### src/rtl/fadd_sched_if.sv
// Purpose : requester-side bundle for fadd_sched (requests in, one-hot responses out).
// Latency : n/a (wires only).
// Backpressure: req_ready is the per-requester grant; responses cannot be stalled.
// Ports   : req_valid/req_ready/req_a/req_b (+req_sub when FADD_SCHED_SUB_EN), rsp_valid/rsp_data.
//           master = client side, slave = scheduler side.
interface fadd_sched_if #(
  parameter int N    = 32,
  parameter int NREQ = 4
);
  logic [NREQ-1:0]   req_valid;
  logic [NREQ-1:0]   req_ready;
  logic [NREQ*N-1:0] req_a;
  logic [NREQ*N-1:0] req_b;
`ifdef FADD_SCHED_SUB_EN
  logic [NREQ-1:0]   req_sub;
`endif
  logic [NREQ-1:0]   rsp_valid;
  logic [N-1:0]      rsp_data;

`ifdef FADD_SCHED_SUB_EN
  modport master (output req_valid, req_a, req_b, req_sub, input req_ready, rsp_valid, rsp_data);
  modport slave  (input req_valid, req_a, req_b, req_sub, output req_ready, rsp_valid, rsp_data);
`else
  modport master (output req_valid, req_a, req_b, input req_ready, rsp_valid, rsp_data);
  modport slave  (input req_valid, req_a, req_b, output req_ready, rsp_valid, rsp_data);
`endif
endinterface

### src/rtl/fadd_sched.sv
// Purpose : round-robin share of one floating-point adder among NREQ requesters, results routed
//           back by a tag pipeline. Optional FADD_SCHED_SUB_EN adds req_sub (flip B sign -> A-B).
// Latency : handshake to rsp_valid = LAT+1 edges; 1 op/cycle throughput, responses in issue order.
// Backpressure: one-hot grant on req_ready (none while hold/rst); no response backpressure.
// Ports   : clk, rst (sync, active-high), hold, cl (fadd_sched_if.slave), fa_a/fa_b (registered
//           operands to adder), fa_out (adder result, LAT cycles after issue), inflight.
module fadd_sched #(
  parameter int N    = 32,
  parameter int NREQ = 4,
  parameter int LAT  = 1
) (
  input  logic                     clk,
  input  logic                     rst,
  input  logic                     hold,
  fadd_sched_if.slave              cl,
  output logic [N-1:0]             fa_a,
  output logic [N-1:0]             fa_b,
  input  logic [N-1:0]             fa_out,
  output logic [$clog2(LAT+2)-1:0] inflight
);
  localparam int IDW = $clog2(NREQ);
  localparam int CW  = $clog2(LAT+2);

  logic [IDW-1:0]  ptr;
  logic [IDW-1:0]  gnt_id;
  logic            gnt_any;
  logic [NREQ-1:0] gnt;
  logic [N-1:0]    b_raw;
  logic [N-1:0]    b_sel;
  int              idx;

  // Tag pipeline: one valid bit and requester id per adder stage.
  logic [LAT-1:0]  tag_vld;
  logic [IDW-1:0]  tag_id [LAT];
  logic            rsp_fire;

  // Search from ptr upward, wrapping; first valid requester wins.
  always_comb begin
    gnt     = '0;
    gnt_id  = '0;
    gnt_any = 1'b0;
    idx     = 0;
    if (!hold && !rst) begin
      for (int k = 0; k < NREQ; k++) begin
        idx = (int'(ptr) + k) % NREQ;
        if (!gnt_any && cl.req_valid[idx]) begin
          gnt_any = 1'b1;
          gnt_id  = IDW'(idx);
        end
      end
    end
    if (gnt_any) gnt[gnt_id] = 1'b1;
  end

  assign cl.req_ready = gnt;

  always_comb begin
    b_raw = cl.req_b[gnt_id*N +: N];
`ifdef FADD_SCHED_SUB_EN
    b_sel = {b_raw[N-1] ^ cl.req_sub[gnt_id], b_raw[N-2:0]};
`else
    b_sel = b_raw;
`endif
  end

  assign rsp_fire = tag_vld[LAT-1];

  always_ff @(posedge clk) begin
    if (rst) begin
      fa_a         <= '0;
      fa_b         <= '0;
      ptr          <= '0;
      tag_vld      <= '0;
      for (int i = 0; i < LAT; i++) tag_id[i] <= '0;
      cl.rsp_valid <= '0;
      cl.rsp_data  <= '0;
      inflight     <= '0;
    end else begin
      if (gnt_any) begin
        fa_a <= cl.req_a[gnt_id*N +: N];
        fa_b <= b_sel;
        ptr  <= (gnt_id == IDW'(NREQ-1)) ? '0 : gnt_id + IDW'(1);
      end
      tag_vld[0] <= gnt_any;
      tag_id[0]  <= gnt_id;
      for (int i = 1; i < LAT; i++) begin
        tag_vld[i] <= tag_vld[i-1];
        tag_id[i]  <= tag_id[i-1];
      end
      // Result leaves the adder as its tag leaves the last stage.
      cl.rsp_valid <= '0;
      if (rsp_fire) begin
        cl.rsp_valid <= {{(NREQ-1){1'b0}}, 1'b1} << tag_id[LAT-1];
        cl.rsp_data  <= fa_out;
      end
      // Issue and retire in the same cycle cancel out.
      case ({gnt_any, rsp_fire})
        2'b10:   inflight <= inflight + CW'(1);
        2'b01:   inflight <= inflight - CW'(1);
        default: inflight <= inflight;
      endcase
    end
  end
endmodule
### src/flat_wrapper.sv
// flat-port wrapper written by rule: the top's interface ports become plain ports
module fadd_sched_flat 
#(
  parameter int N    = 32,
  parameter int NREQ = 4,
  parameter int LAT  = 1
)
  (clk, rst, hold, fa_a, fa_b, fa_out, inflight, cl_req_valid, cl_req_a, cl_req_b, cl_req_ready, cl_rsp_valid, cl_rsp_data);
  fadd_sched_if #(.N(N), .NREQ(NREQ)) cl_i ();
  input  logic clk;
  input  logic rst;
  input  logic hold;
  output logic [N-1:0] fa_a;
  output logic [N-1:0] fa_b;
  input  logic [N-1:0] fa_out;
  output logic [$clog2(LAT+2)-1:0] inflight;
  input wire logic [$bits(cl_i.req_valid)-1:0] cl_req_valid;
  input wire logic [$bits(cl_i.req_a)-1:0] cl_req_a;
  input wire logic [$bits(cl_i.req_b)-1:0] cl_req_b;
  output wire logic [$bits(cl_i.req_ready)-1:0] cl_req_ready;
  output wire logic [$bits(cl_i.rsp_valid)-1:0] cl_rsp_valid;
  output wire logic [$bits(cl_i.rsp_data)-1:0] cl_rsp_data;
  assign cl_i.req_valid = cl_req_valid;
  assign cl_i.req_a = cl_req_a;
  assign cl_i.req_b = cl_req_b;
  assign cl_req_ready = cl_i.req_ready;
  assign cl_rsp_valid = cl_i.rsp_valid;
  assign cl_rsp_data = cl_i.rsp_data;
  fadd_sched #(.N(N), .NREQ(NREQ), .LAT(LAT)) u_core (.clk(clk), .rst(rst), .hold(hold), .cl(cl_i), .fa_a(fa_a), .fa_b(fa_b), .fa_out(fa_out), .inflight(inflight));
endmodule
### config.mk
export PLATFORM = sky130hd
export DESIGN_NAME = fadd_sched_flat
export DESIGN_NICKNAME = d
export VERILOG_FILES = /design/src/rtl/fadd_sched_if.sv /design/src/rtl/fadd_sched.sv /design/src/flat_wrapper.sv
export SDC_FILE = /design/constraint.sdc
export NUM_CORES = 1
export LEC_CHECK = 0
export ABC_AREA = 1
export BUFFER_PORTS_ARGS = -buffer_cell sky130_fd_sc_hd__buf_4
export CORE_AREA = 3 3 154 156
export CTS_CLUSTER_DIAMETER = 40
export DETAILED_ROUTE_END_ITERATION = 8
export DIE_AREA = 0 0 157 159
export PLACE_DENSITY = 0.73
export SYNTH_ARGS = -nofsm -noshare
export SYNTH_HDL_FRONTEND = slang
export SYNTH_SLANG_ARGS = --single-unit
export TNS_END_PERCENT = 30
### constraint.sdc
create_clock -name clk -period 2.9 [get_ports clk]
set_clock_uncertainty 0.15 [all_clocks]
set_input_delay 0.725 -clock clk [delete_from_list [all_inputs] [get_ports clk]]
set_output_delay 0.725 -clock clk [all_outputs]
set_load 0.02 [all_outputs]
-- Yosys cells after proc, flatten, opt, wreduce, memory -nomap -nowiden
Memories as Yosys holds them, arrays and structs flattened.
Index checks and enable logic that the tools add are counted.
- bits in registers: 105
- RAM bits: 2
- bits of input ports: 295
- output and inout bits: 106
- logic and storage cells: 80
- memories kept: 1
- add/subtract/negate cells: 6
- magnitude comparators: 6
- equal/unequal tests: 3
- shifts and indexed selects: 3
- mux-type cells: 34
- bitwise logic cells: 4
- reductions and logical operators: 16
- memory list (memory ; depth ; bits a word ; read ports ; clocked after memory_dff ; write ports ; RTL line ; RTL):
    u_core.tag_id ; 1 ; 2 ; 1 ; 0 ; 1 ; fadd_sched.sv:34 ; logic [IDW-1:0] tag_id [LAT];
- operators with widths (cell ; count):
    128-bit by 8-bit indexed part select with 32-bit output ; 2
    1-bit 2-to-1 mux ; 20
    2-bit 2-to-1 mux ; 7
    3-bit by 4-bit < comparator with 1-bit output (second input constant) ; 3
    2-bit OR reduction ; 5
    1-bit binary-select mux with 2-bit select ; 4
    2-bit by 1-bit adder with 2-bit output (second input constant) ; 3
    2-bit by 3-bit < comparator with 1-bit output (second input constant) ; 2
    1-bit logical AND ; 5
    1-bit zero test ; 5
    2-bit adder (second input constant) ; 2
    2-bit equality test (second input constant) ; 2
    4-bit 2-to-1 mux ; 1
    2-bit case mux with 2 select lines ; 1
    1-bit by 2-bit << shifter with 4-bit output (first input constant) ; 1
    1-bit bitwise AND (first input constant) ; 3
    1-bit demux with 2-bit select ; 1
    2-bit by 1-bit equality test with 1-bit output (second input constant) ; 1
    2-bit by 1-bit greater-or-equal comparator with 1-bit output (second input constant) ; 1
    2-bit nonzero test ; 1
    2-bit by 1-bit subtractor with 2-bit output (second input constant) ; 1
    1-bit inverter ; 1

-- Depth between registers and ports, before layout
Gate-level depths: netlist (run 1).
- depth in word-level cells: 22
- depth in mapped cells: 17
- gate-level depth less buffers: 15

-- Worst setup path after synthesis (run 1)
Ideal clock, no wire load.
- path kind: input -> output
- from: input port cl_req_valid[3]
- to: output port cl_req_ready[2]
- arrival time: 2257 ps
- required time: 2025 ps
- setup slack: -232 ps
- stages on the path: 14
- buffers on the path: 2
- cells stage by stage: inv_1 > nand2_1 > nand3_1 > nand2_1 > nor2_4 > nand3_1 > nand3_1 > nand2_1 > inv_1 > buf_4 > buf_2 > ha_1 > inv_1 > nor2_1
- cells in the longest elaborated chain, start to end: 21
- elaborated cells on any way between the ends: 36
- those cells by class: order compare: 2; mux: 27; reduce/logical: 7
- RTL lines (item ; RTL line ; RTL):
    start, declared ; flat_wrapper.sv:17 ; input wire logic [$bits(cl_i.req_valid)-1:0] cl_req_valid;
    1-bit binary-select mux with 2-bit select ; fadd_sched.sv:46 ; if (!gnt_any && cl.req_valid[idx]) begin
    1-bit 2-to-1 mux (implied by the code) ; fadd_sched.sv:46 ;
    1-bit 2-to-1 mux ; fadd_sched.sv:46 ;
    1-bit 2-to-1 mux ; fadd_sched.sv:43 ; if (!hold && !rst) begin
    1-bit zero test ; fadd_sched.sv:46 ;
    1-bit logical AND ; fadd_sched.sv:46 ;
    1-bit 2-to-1 mux ; fadd_sched.sv:46 ;
    1-bit 2-to-1 mux ; fadd_sched.sv:43 ;
    [... 6 more ...] ; n/a ;
    2-bit 2-to-1 mux (*) ; fadd_sched.sv:46 ;
    2-bit 2-to-1 mux (*) ; fadd_sched.sv:43 ;
    via u_core.gnt_id[1] ; fadd_sched.sv:25 ; logic [IDW-1:0] gnt_id;
    2-bit by 3-bit < comparator with 1-bit output (implied by the code) or 2-bit by 1-bit greater-or-equal comparator with 1-bit output (tied branches) ; fadd_sched.sv:52 ; if (gnt_any) gnt[gnt_id] = 1'b1;
    1-bit logical AND (implied by the code) ; fadd_sched.sv:52 ;
    1-bit 2-to-1 mux (implied by the code) ; fadd_sched.sv:52 ;
    1-bit demux with 2-bit select (*) ; n/a ;
    4-bit 2-to-1 mux (*) ; fadd_sched.sv:52 ;
    end, declared ; flat_wrapper.sv:20 ; output wire logic [$bits(cl_i.req_ready)-1:0] cl_req_ready;
Mark *: on every way through the listed nets, which the timed path passes. The rest lies on a longest branch. The select of a mux whose other input is x is not followed.

-- Worst setup path in the final report (run 1)
- from: register u_core.ptr[0]
- to: output port cl_req_ready[3]
- cells in the longest elaborated chain, start to end: 21
- elaborated cells on any way between the ends: 39
- those cells by class: add/sub: 3; order compare: 2; mux: 27; reduce/logical: 7
- RTL lines (item ; RTL line ; RTL):
    start, declared ; fadd_sched.sv:24 ; logic [IDW-1:0] ptr;
    start signal, assigned ; fadd_sched.sv:82 ; ptr <= (gnt_id == IDW'(NREQ-1)) ? '0 : gnt_id + IDW'(1);
    parallel branches: the longest is 20 deep, another holds 2-bit by 1-bit adder with 2-bit output ; n/a ;
    4-bit 2-to-1 mux (*) ; fadd_sched.sv:52 ;
Every way passes the cells marked *. The select of a mux whose other input is x is not followed.

==> results of run 1 <==
==> per-layer routing <==
layer / part of all wire (%) / global-route usage, % / vias to the layer above
li1: - / - / 4588
met1: 38 / 22.2 / 3998
met2: 51 / 37.6 / 335
met3: 9.1 / 6.09 / 33
met4: 2.4 / 5.97 / 0
met5: 0 / 0 / -
==> how the worst min path moves through the flow <==
stage / from / slack (ps) / endpoint
finish: u_core.tag_id[0][0]$_SDFF_PP0_ / 300 / u_core.cl.rsp_valid[2]$_SDFF_PP0_
global route: u_core.tag_id[0][0]$_SDFF_PP0_ / 320 / u_core.cl.rsp_valid[2]$_SDFF_PP0_
CTS: u_core.tag_id[0][0]$_SDFF_PP0_ / 300 / u_core.cl.rsp_valid[2]$_SDFF_PP0_
detailed placement: u_core.tag_id[0][0]$_SDFF_PP0_ / 290 / u_core.cl.rsp_valid[2]$_SDFF_PP0_
global placement: u_core.tag_id[0][0]$_SDFF_PP0_ / 280 / u_core.cl.rsp_valid[2]$_SDFF_PP0_
floorplan: u_core.tag_id[0][0]$_SDFF_PP0_ / 260 / u_core.cl.rsp_valid[0]$_SDFF_PP0_
==> power by group through the flow <==
stage                     clock network, uW  logic (uW)  registers (uW)
after floorplan                           0        1110            2040
after global placement                    0        2230            1820
after detailed placement                  0        2260            1830
after CTS                              1320        2300            1800
after global routing                   1380        2570            1820
final                                  1260        2340            1800
==> placed cells by master, fill, tap and decap left out <==
cell,instances
nor2_4,5
inv_2,6
and3_1,1
o21ai_0,34
dfxtp_1,105
clkinv_4,2
nand3b_1,1
buf_8,1
inv_8,2
buf_12,4
nand2_1,317
inv_6,3
dfxtp_4,2
ha_4,4
inv_4,4
nor3_1,1
clkinv_2,1
nand3_2,7
nand3_1,336
nand2_2,12
nor2_1,75
nand2_8,1
ha_1,1
a21oi_1,3
clkbuf_16,9
buf_6,4
buf_4,418
xor2_1,1
inv_1,269
nand2_4,8
clkinv_8,2
==> synth_stat cells <==
cell type    n  area [um^2]
inv_2        4         15.0
and3_1       1         6.26
buf_2       39          195
nand2_4      1         11.3
buf_4       13         97.6
a21oi_1      3         15.0
nand2_2      2         12.5
nand3b_1     1         7.51
clkbuf_1    29          109
buf_1        5         18.8
o21ai_0     34          170
nand3_1    342         1710
nand3_2      1         10.0
nor2_1      79          297
ha_1         5         62.6
nor3_1       1         5.00
inv_1      278         1040
buf_6        1         11.3
xor2_1       1         8.76
dfxtp_1    107         2140
nand2_1    335         1260
nor2_4       1         11.3
==> per-stage QoR <==
step	utilization [%]	setup TNS, ps	cells	area [um^2]
4_1_cts	48.0	-2.14	1920	10800
5_1_grt	48.7	-549	1924	11000
3_3_place_gp	46.3	-117	1902	10400
6_report	48.7	-94.5	1924	11000
3_5_place_dp	46.3	-391	1902	10400
2_1_floorplan	-	-6.04	1283	7270
==> flip-flops by register name, indices dropped and copies added (netlist names) <==
signal and count:
u_core.cl.rsp_data 32, u_core.cl.rsp_valid 4, u_core.inflight 2, u_core.rsp_fire 1, u_core.ptr 2, u_core.fa_b 32
u_core.fa_a 32, u_core.tag_id 2
==> cells by family after synthesis <==
group | Yosys count | synth area share (%)
xor+xnor | 1 | 0.121
simple gates | 764 | 46.1
flops | 107 | 29.7
buf+inv | 369 | 20.6
compound gates | 37 | 2.57
fa+ha+maj | 5 | 0.867
==> final cells by class <==
cell class                 instances  share of cell area (%)
sequential                       107                    19.6
timing repair buffer             427                    29.9
clock buffer                       9                    2.05
clock inverter                     7                   0.742
multi-input combinational        807                    34.6
inverter                         282                    9.85
tap                              285                    3.25
==> what timing repair did <==
item / 4_1_cts / 5_1_grt
setup buffers: 2 / 4
setup endpoints to repair: 4 / 4
pin swaps: 5 / 11
resized for setup: 24 / 31
==> out/metrics.yaml, run 1 <==
synthesis:
  yosysSeqAreaShare_pct: 29.7
  synthDistinctLibCells: 22
  avgSynthCellArea_um2: 5.63
  syn_nets: 1583
  synthCells: 1283
  ys_warn_count: 0
  syn_area_mm2: 0.00722
  ys_ff_latch: 107
placed_design:
  place.gp.congestion: 0.852
  portBuffers: 400
  place_ws_ps: -99.1
  dpl.hpwl_mm: 19.9
drt:
  antenna_left: 0
  dr.pass1.iters: 7
  vias: 8954
  wl_per_cell_um: 14.1
  avgViaCountPerCell: 4.65
  drt_iter0_markers: 482
  routed_wl_mm: 27.2
  drc_errors: 0
worst_setup_path:
  cp_max_fo: 8
  cp.arrival_ps: 2070
  critPathCapture: "cl_req_ready[3]"
  cp-start-kind: "register"
  r2r_cells: 16
  cpPeakStageDelay_ps: 370
  rrSetupSlack_ps: 190
  end_kind: "output pin"
  r2r_start: "u_core.ptr[0]$_SDFFE_PP0P_"
  cpLargestDelayFamily: "simple AND/OR/NAND/NOR gates"
  r2r-end: "u_core.fa_b[19]$_SDFFE_PP0P_"
  critPathMostFrequentCell: "nand2_4"
  critPathSlowestCell: "dfxtp_4"
  cp_data_required_time_ps: 2030
  path_depth: 15
  critPathKind: "register to output pin"
  cp-startpoint: "u_core.ptr[0]$_SDFFE_PP0P_"
  path_cells: "buf_8, nand2_4, nand2_2, nand2_2, nand2_4, nor2_4, nand3_2, nand2_1, inv_1, nand2_4, inv_4, ha_4, inv_2, nor2_4, buf_6"
  crit_buf_inv: 5
die:
  coreArea_mm2: 0.0225
  start_util_pct: 32.1
  die_width_um: 157
  io_pins: 401
  rows: 55
  die_area_mm2: 0.0250
  die_h_um: 159
timing:
  drv_slew: 0
  holdWs_ps: 298
  fmax_mhz: 340
  hold_viol_final: 0
  worstMarginPinSlew_ps: 1010
  relSlewSlack_pct: 32.5
  rsz0062_at_grt: "yes"
  period_share_pct: 101
  layout_setup_ws_ps: -41.3
  fin_crit_ps: 2940
  setup_viol: 3
power:
  p_sw_share_pct: 40.1
  power_density_mw_per_mm2: 493
  power_frac_clock_pct: 23.4
  pwr-share-seq_pct: 33.3
  total_power_uw: 5400
  power.internal_uw: 3240
  ir_drop_mv: 0.334
  power.share.combinational_pct: 43.3
  p_leak_uw: 0.00664
  p_switching_uw: 2170
hold_path:
  timing.hold.worst.class: "register to register"
  holdPathStages: 1
global_route:
  grt_pass1_wl_mm: 41.5
  grt_antenna_before_repair: 0
  grt_max_degree: 195
  grt_util_all_layers_pct: 20.4
  grt.overflow.total: 0
  grt_pass1_vias: 8358
cts:
  h-tree-depth: 3
  cts-root-buf: "clkbuf_16"
  cts_max_path_buffers: 2
  clock_latency_ps: 350
  cts_buffers: 9
  cts_tree: "built"
  cts_num_sinks: 107
  ctsHoldBuffers: 0
  clkTransAtPathRegs_ps: 80
cells_and_area:
  multi_input_area_mm2: 0.00379
  drive_gt1_share_pct: 30.2
  antenna_cells: 0
  nets: 1934
  nFillCells: 2259
  regArea_mm2: 0.00215
  syn_to_final_growth_pct: 51.8
flow_run:
  drv_cap: 0
status:
  status: "complete, but fails checks"
  violations: "setup timing"
Power figures use the tool's default switching activity.
==> run 2: changes to the inputs <==
--- a/config.mk
+++ b/config.mk
@@ -11,7 +11,7 @@
 export CTS_CLUSTER_DIAMETER = 40
 export DETAILED_ROUTE_END_ITERATION = 8
 export DIE_AREA = 0 0 157 159
-export PLACE_DENSITY = 0.73
+export PLACE_DENSITY = 0.7
 export SYNTH_ARGS = -nofsm -noshare
 export SYNTH_HDL_FRONTEND = slang
 export SYNTH_SLANG_ARGS = --single-unit
==> out/metrics.yaml, run 2 (synthesis gave the netlist of run 1 again) <==
timing:
  holdWs_ps: 287
  setup_viol: 4
  drv_slew: 0
  relSlewSlack_pct: 30.9
  layout_setup_ws_ps: -49.8
  fin_crit_ps: 2950
  fmax_mhz: 339
  worstMarginPinSlew_ps: 1040
  period_share_pct: 102
  hold_viol_final: 0
  rsz0062_at_grt: "yes"
cts:
  h-tree-depth: 3
  cts-root-buf: "clkbuf_16"
  cts_tree: "built"
  cts_num_sinks: 107
  ctsHoldBuffers: 0
  clkTransAtPathRegs_ps: 70
  cts_buffers: 9
  clock_latency_ps: 340
  cts_max_path_buffers: 2
worst_setup_path:
  r2r_cells: 17
  rrSetupSlack_ps: 190
  critPathKind: "register to output pin"
  r2r_start: "u_core.ptr[0]$_SDFFE_PP0P_"
  cp-start-kind: "register"
  end_kind: "output pin"
  cp_data_required_time_ps: 2030
  cp_max_fo: 8
  cp.arrival_ps: 2070
  r2r-end: "u_core.fa_b[5]$_SDFFE_PP0P_"
placed_design:
  portBuffers: 400
  placed_cells: 1902
  place_area_mm2: 0.0104
  dpl.hpwl_mm: 20.3
  place.gp.congestion: 0.873
cells_and_area:
  multi_input_area_mm2: 0.00377
  final_common_cell: "buf_4"
  antenna_cells: 0
  final_cells: 1926
  final_core_util_pct: 48.7
  reg_top3: "u_core.cl.rsp_data x32, u_core.fa_a x32, u_core.fa_b x32"
  final_cell_mix: "buf_4 (419), nand3_1 (336), nand2_1 (318), inv_1 (267), dfxtp_1 (105)"
  drive_gt1_share_pct: 30.3
  nets: 1936
  nFillCells: 2325
  regArea_mm2: 0.00215
  syn_to_final_growth_pct: 51.7
  stdcell_area_mm2: 0.0109
status:
  status: "complete, but fails checks"
  violations: "setup timing"
global_route:
  grt_pass1_vias: 8270
  grt.overflow.total: 0
  grt_antenna_before_repair: 0
  grt_util_all_layers_pct: 20.6
  grt_pass1_wl_mm: 41.8
  grt_max_degree: 122
power:
  p_leak_uw: 0.00662
  p_sw_share_pct: 39.7
  total_power_uw: 5340
  pwr-share-seq_pct: 33.5
  power_density_mw_per_mm2: 488
  power_frac_clock_pct: 22.4
  power.share.combinational_pct: 44.0
  p_switching_uw: 2120
  power.internal_uw: 3220
  ir_drop_mv: 0.382
drt:
  drc_errors: 0
  drt_iter0_markers: 479
  vias: 8962
  wl_per_cell_um: 14.2
  dr.pass1.iters: 5
  routed_wl_mm: 27.3
  avgViaCountPerCell: 4.65
  antenna_left: 0
hold_path:
  hp-start: "u_core.tag_id[0][0]$_SDFF_PP0_"
  timing.hold.worst.class: "register to register"
  holdPathStages: 1
  hold-path-endpoint: "u_core.cl.rsp_valid[0]$_SDFF_PP0_"
die:
  die_width_um: 157
  rows: 55
  start_util_pct: 32.1
  die_area_mm2: 0.0250
  io_pins: 401
  coreArea_mm2: 0.0225
  die_h_um: 159
flow_run:
  drv_cap: 0
-- run 2: power groups by stage --
stage | Sequential (uW) | Combinational (uW) | Clock, uW
finish | 1790 | 2350 | 1200
detailed placement | 1820 | 2260 | 0
global route | 1810 | 2600 | 1300
floorplan | 2040 | 1110 | 0
CTS | 1790 | 2320 | 1250
global placement | 1810 | 2250 | 0
-- run 2: what timing repair did --
action	CTS	global route
gates cloned	0	0
gates resized for setup	35	19
pin swaps	9	12
buffers inserted	6	2
setup endpoints to repair	4	4
-- run 2: worst max path at each step --
stage / from / end / slack [ps] / cells past startpoint
final: u_core.ptr[0]$_SDFFE_PP0P_ / cl_req_ready[3] / -50 / 15
after detailed placement: cl_req_valid[1] / cl_req_ready[2] / -110 / 14
after CTS: cl_req_valid[2] / cl_req_ready[0] / -20 / 14
after global routing: u_core.ptr[0]$_SDFFE_PP0P_ / cl_req_ready[3] / -150 / 15
after floorplan: cl_req_valid[3] / cl_req_ready[2] / -6 / 14
after global placement: cl_req_valid[2] / cl_req_ready[2] / -60 / 15
-- run 2: worst max-delay path, cell delays in order (launching register included) --
cell,delay [ps]
dfxtp_4,370
buf_8,140
nand2_2,70
nand2_2,70
nand2_2,80
nand2_2,60
nor2_4,170
nand3_2,120
nand2_4,90
inv_6,40
nand2_8,90
inv_8,50
ha_4,160
inv_4,50
nor2_4,30
buf_6,120
-- run 2: cell type report --
type	instances	area share, %
repair buffers	429	30.2
flip-flops and latches	107	19.6
clock buffers	9	2.06
multi-input cells	807	34.5
clock inverters	7	0.526
inverters	282	9.87
well taps	285	3.26
-- run 2: per-layer routing --
| metal | wire length (um) | share of wire (%) | vias to the layer above | GRT usage, % |
|---|---|---|---|---|
| li1 | - | - | 4592 | - |
| met1 | 10700 | 39 | 3980 | 23.8 |
| met2 | 13500 | 50 | 351 | 36.7 |
| met3 | 2490 | 9.1 | 39 | 6.03 |
| met4 | 582 | 2.1 | 0 | 5.53 |
| met5 | 0 | 0 | - | 0 |
-- run 2: stage by stage --
step	TNS (ps)	worst slack [ps]
after global placement	-95.5	-59.5
after detailed placement	-289	-107
after global routing	-566	-147
after CTS	-54.5	-20.6
after floorplan	-6.04	-6.04
final	-162	-49.8
==> run 3: changes to the inputs <==
--- a/config.mk
+++ b/config.mk
@@ -12,6 +12,7 @@
 export DETAILED_ROUTE_END_ITERATION = 8
 export DIE_AREA = 0 0 157 159
 export PLACE_DENSITY = 0.7
+export SETUP_SLACK_MARGIN = 0.3
 export SYNTH_ARGS = -nofsm -noshare
 export SYNTH_HDL_FRONTEND = slang
 export SYNTH_SLANG_ARGS = --single-unit
==> out/metrics.yaml, run 3 (synthesis gave the netlist of run 1 again) <==
worst_setup_path:
  cpPeakStageDelay_ps: 160
  path_cells: "buf_4, inv_4, nand2_4, nand3_4, nand2_4, nor2_4, nand3_2, nand2_2, inv_2, nand2_4, inv_4, ha_4, inv_2, nor2_4, buf_6"
  critPathKind: "input port to output pin"
  r2r_start: "u_core.ptr[0]$_SDFFE_PP0P_"
  cp-start-kind: "input port"
  critPathMostFrequentCell: "nand2_4"
  critPathSlowestCell: "nor2_4"
  cp-startpoint: "cl_req_valid[2]"
  cp_max_fo: 5
  cp_data_required_time_ps: 2030
  cp.arrival_ps: 2040
  crit_buf_inv: 6
  end_kind: "output pin"
  cpLargestDelayFamily: "simple AND/OR/NAND/NOR gates"
placed_design:
  placed_cells: 1903
  dpl.hpwl_mm: 20.5
  place_ws_ps: -69.1
  place.gp.congestion: 0.897
  portBuffers: 400
power:
  p_sw_share_pct: 40.0
  power_density_mw_per_mm2: 490
  power.share.combinational_pct: 44.5
  ir_drop_mv: 0.360
  power.internal_uw: 3280
  pwr-share-seq_pct: 32.8
  power_frac_clock_pct: 22.7
  p_switching_uw: 2180
  p_leak_uw: 0.00671
cells_and_area:
  final_common_cell: "buf_4"
  reg_top3: "u_core.cl.rsp_data x32, u_core.fa_a x32, u_core.fa_b x32"
  drive_gt1_share_pct: 31.3
  final_cell_mix: "buf_4 (418), nand3_1 (335), nand2_1 (308), inv_1 (266), dfxtp_1 (105)"
  final_core_util_pct: 49.6
  syn_to_final_growth_pct: 54.5
  nets: 1940
  regArea_mm2: 0.00215
  multi_input_area_mm2: 0.00387
  nFillCells: 2345
  final_cells: 1931
drt:
  antenna_left: 0
  wl_per_cell_um: 14.3
  drt_iter0_markers: 562
  drc_errors: 0
  vias: 8978
  avgViaCountPerCell: 4.65
  dr.pass1.iters: 5
  routed_wl_mm: 27.6
status:
  violations: "setup timing"
  status: "complete, but fails checks"
timing:
  setup_viol: 3
  hold_viol_final: 0
  fin_crit_ps: 2920
  period_share_pct: 101
  relSlewSlack_pct: 30.9
  layout_setup_ws_ps: -17.3
  fmax_mhz: 343
  worstMarginPinSlew_ps: 1040
  rsz0062_at_grt: "yes"
  drv_slew: 0
die:
  die_h_um: 159
  die_area_mm2: 0.0250
  io_pins: 401
  start_util_pct: 32.1
  die_width_um: 157
  coreArea_mm2: 0.0225
  rows: 55
cts:
  cts_num_sinks: 107
  clock_latency_ps: 340
  cts_buffers: 9
  ctsHoldBuffers: 0
  h-tree-depth: 3
  cts_max_path_buffers: 2
  cts_tree: "built"
  cts-root-buf: "clkbuf_16"
  clkTransAtPathRegs_ps: 80
global_route:
  grt_antenna_before_repair: 1
  grt_pass1_wl_mm: 41.9
  grt_pass1_vias: 8169
  grt_util_all_layers_pct: 20.6
  grt_max_degree: 125
  grt.overflow.total: 0
hold_path:
  hp-start: "u_core.tag_id[0][0]$_SDFF_PP0_"
  timing.hold.worst.class: "register to register"
flow_run:
  drv_cap: 0
## run 3: changes by cell type in the layout (fill, tap and decap cells not counted), sizes merged
cell | previous run | this run
inv | 285 | 283
diode | 0 | 1
clkbuf | 9 | 10
clkinv | 3 | 5
buf | 429 | 432
## run 3: through the flow
step                      total power (uW)  area [um^2]  hold WS [ps]  TNS [ps]
after global placement                4110        10500           275      -124
after CTS                             5470        11000           294         0
after floorplan                       3190         7390           264         0
final                                 5460        11200           291     -35.3
after global routing                  5820        11200           333      -263
after detailed placement              4140        10500           282      -201
## run 3: area by class of cell
class	count	area share, %
inverters	282	9.72
clock inverters	7	0.740
well taps	285	3.20
multi-input cells	807	34.7
repair buffers	433	30.3
diodes	1	0.0224
flip-flops and latches	107	19.3
clock buffers	9	2.02
## run 3: final timing paths
path              depth (start not counted)  slack (ps)                                end
hold reg to reg                           1         290  u_core.cl.rsp_valid[0]$_SDFF_PP0_
setup / recovery                         15         -20                    cl_req_ready[2]
hold / removal                            1         290  u_core.cl.rsp_valid[0]$_SDFF_PP0_
setup reg to reg                         16         430       u_core.fa_a[24]$_SDFFE_PP0P_
## run 3: power by group through the flow
stage	Combinational, uW	Clock, uW	Sequential [uW]
6_report	2430	1240	1790
3_5_place_dp	2320	0	1820
4_1_cts	2390	1280	1790
3_3_place_gp	2300	0	1810
5_1_grt	2660	1340	1820
2_1_floorplan	1150	0	2040
## run 3: per-layer routing
layer  GRT usage (%)  share of wire (%)  up-vias
met4            6.21                2.5        0
met5               0                  0        -
met1            23.8                 39     3979
met2            36.9                 50      358
li1                -                  -     4606
met3            5.60                8.4       35
## run 3: repair_timing
action	CTS	global route
setup buffers	7	2
cloned	1	1
gates resized for setup	33	20
pin swaps	12	5
setup endpoints to repair	4	29
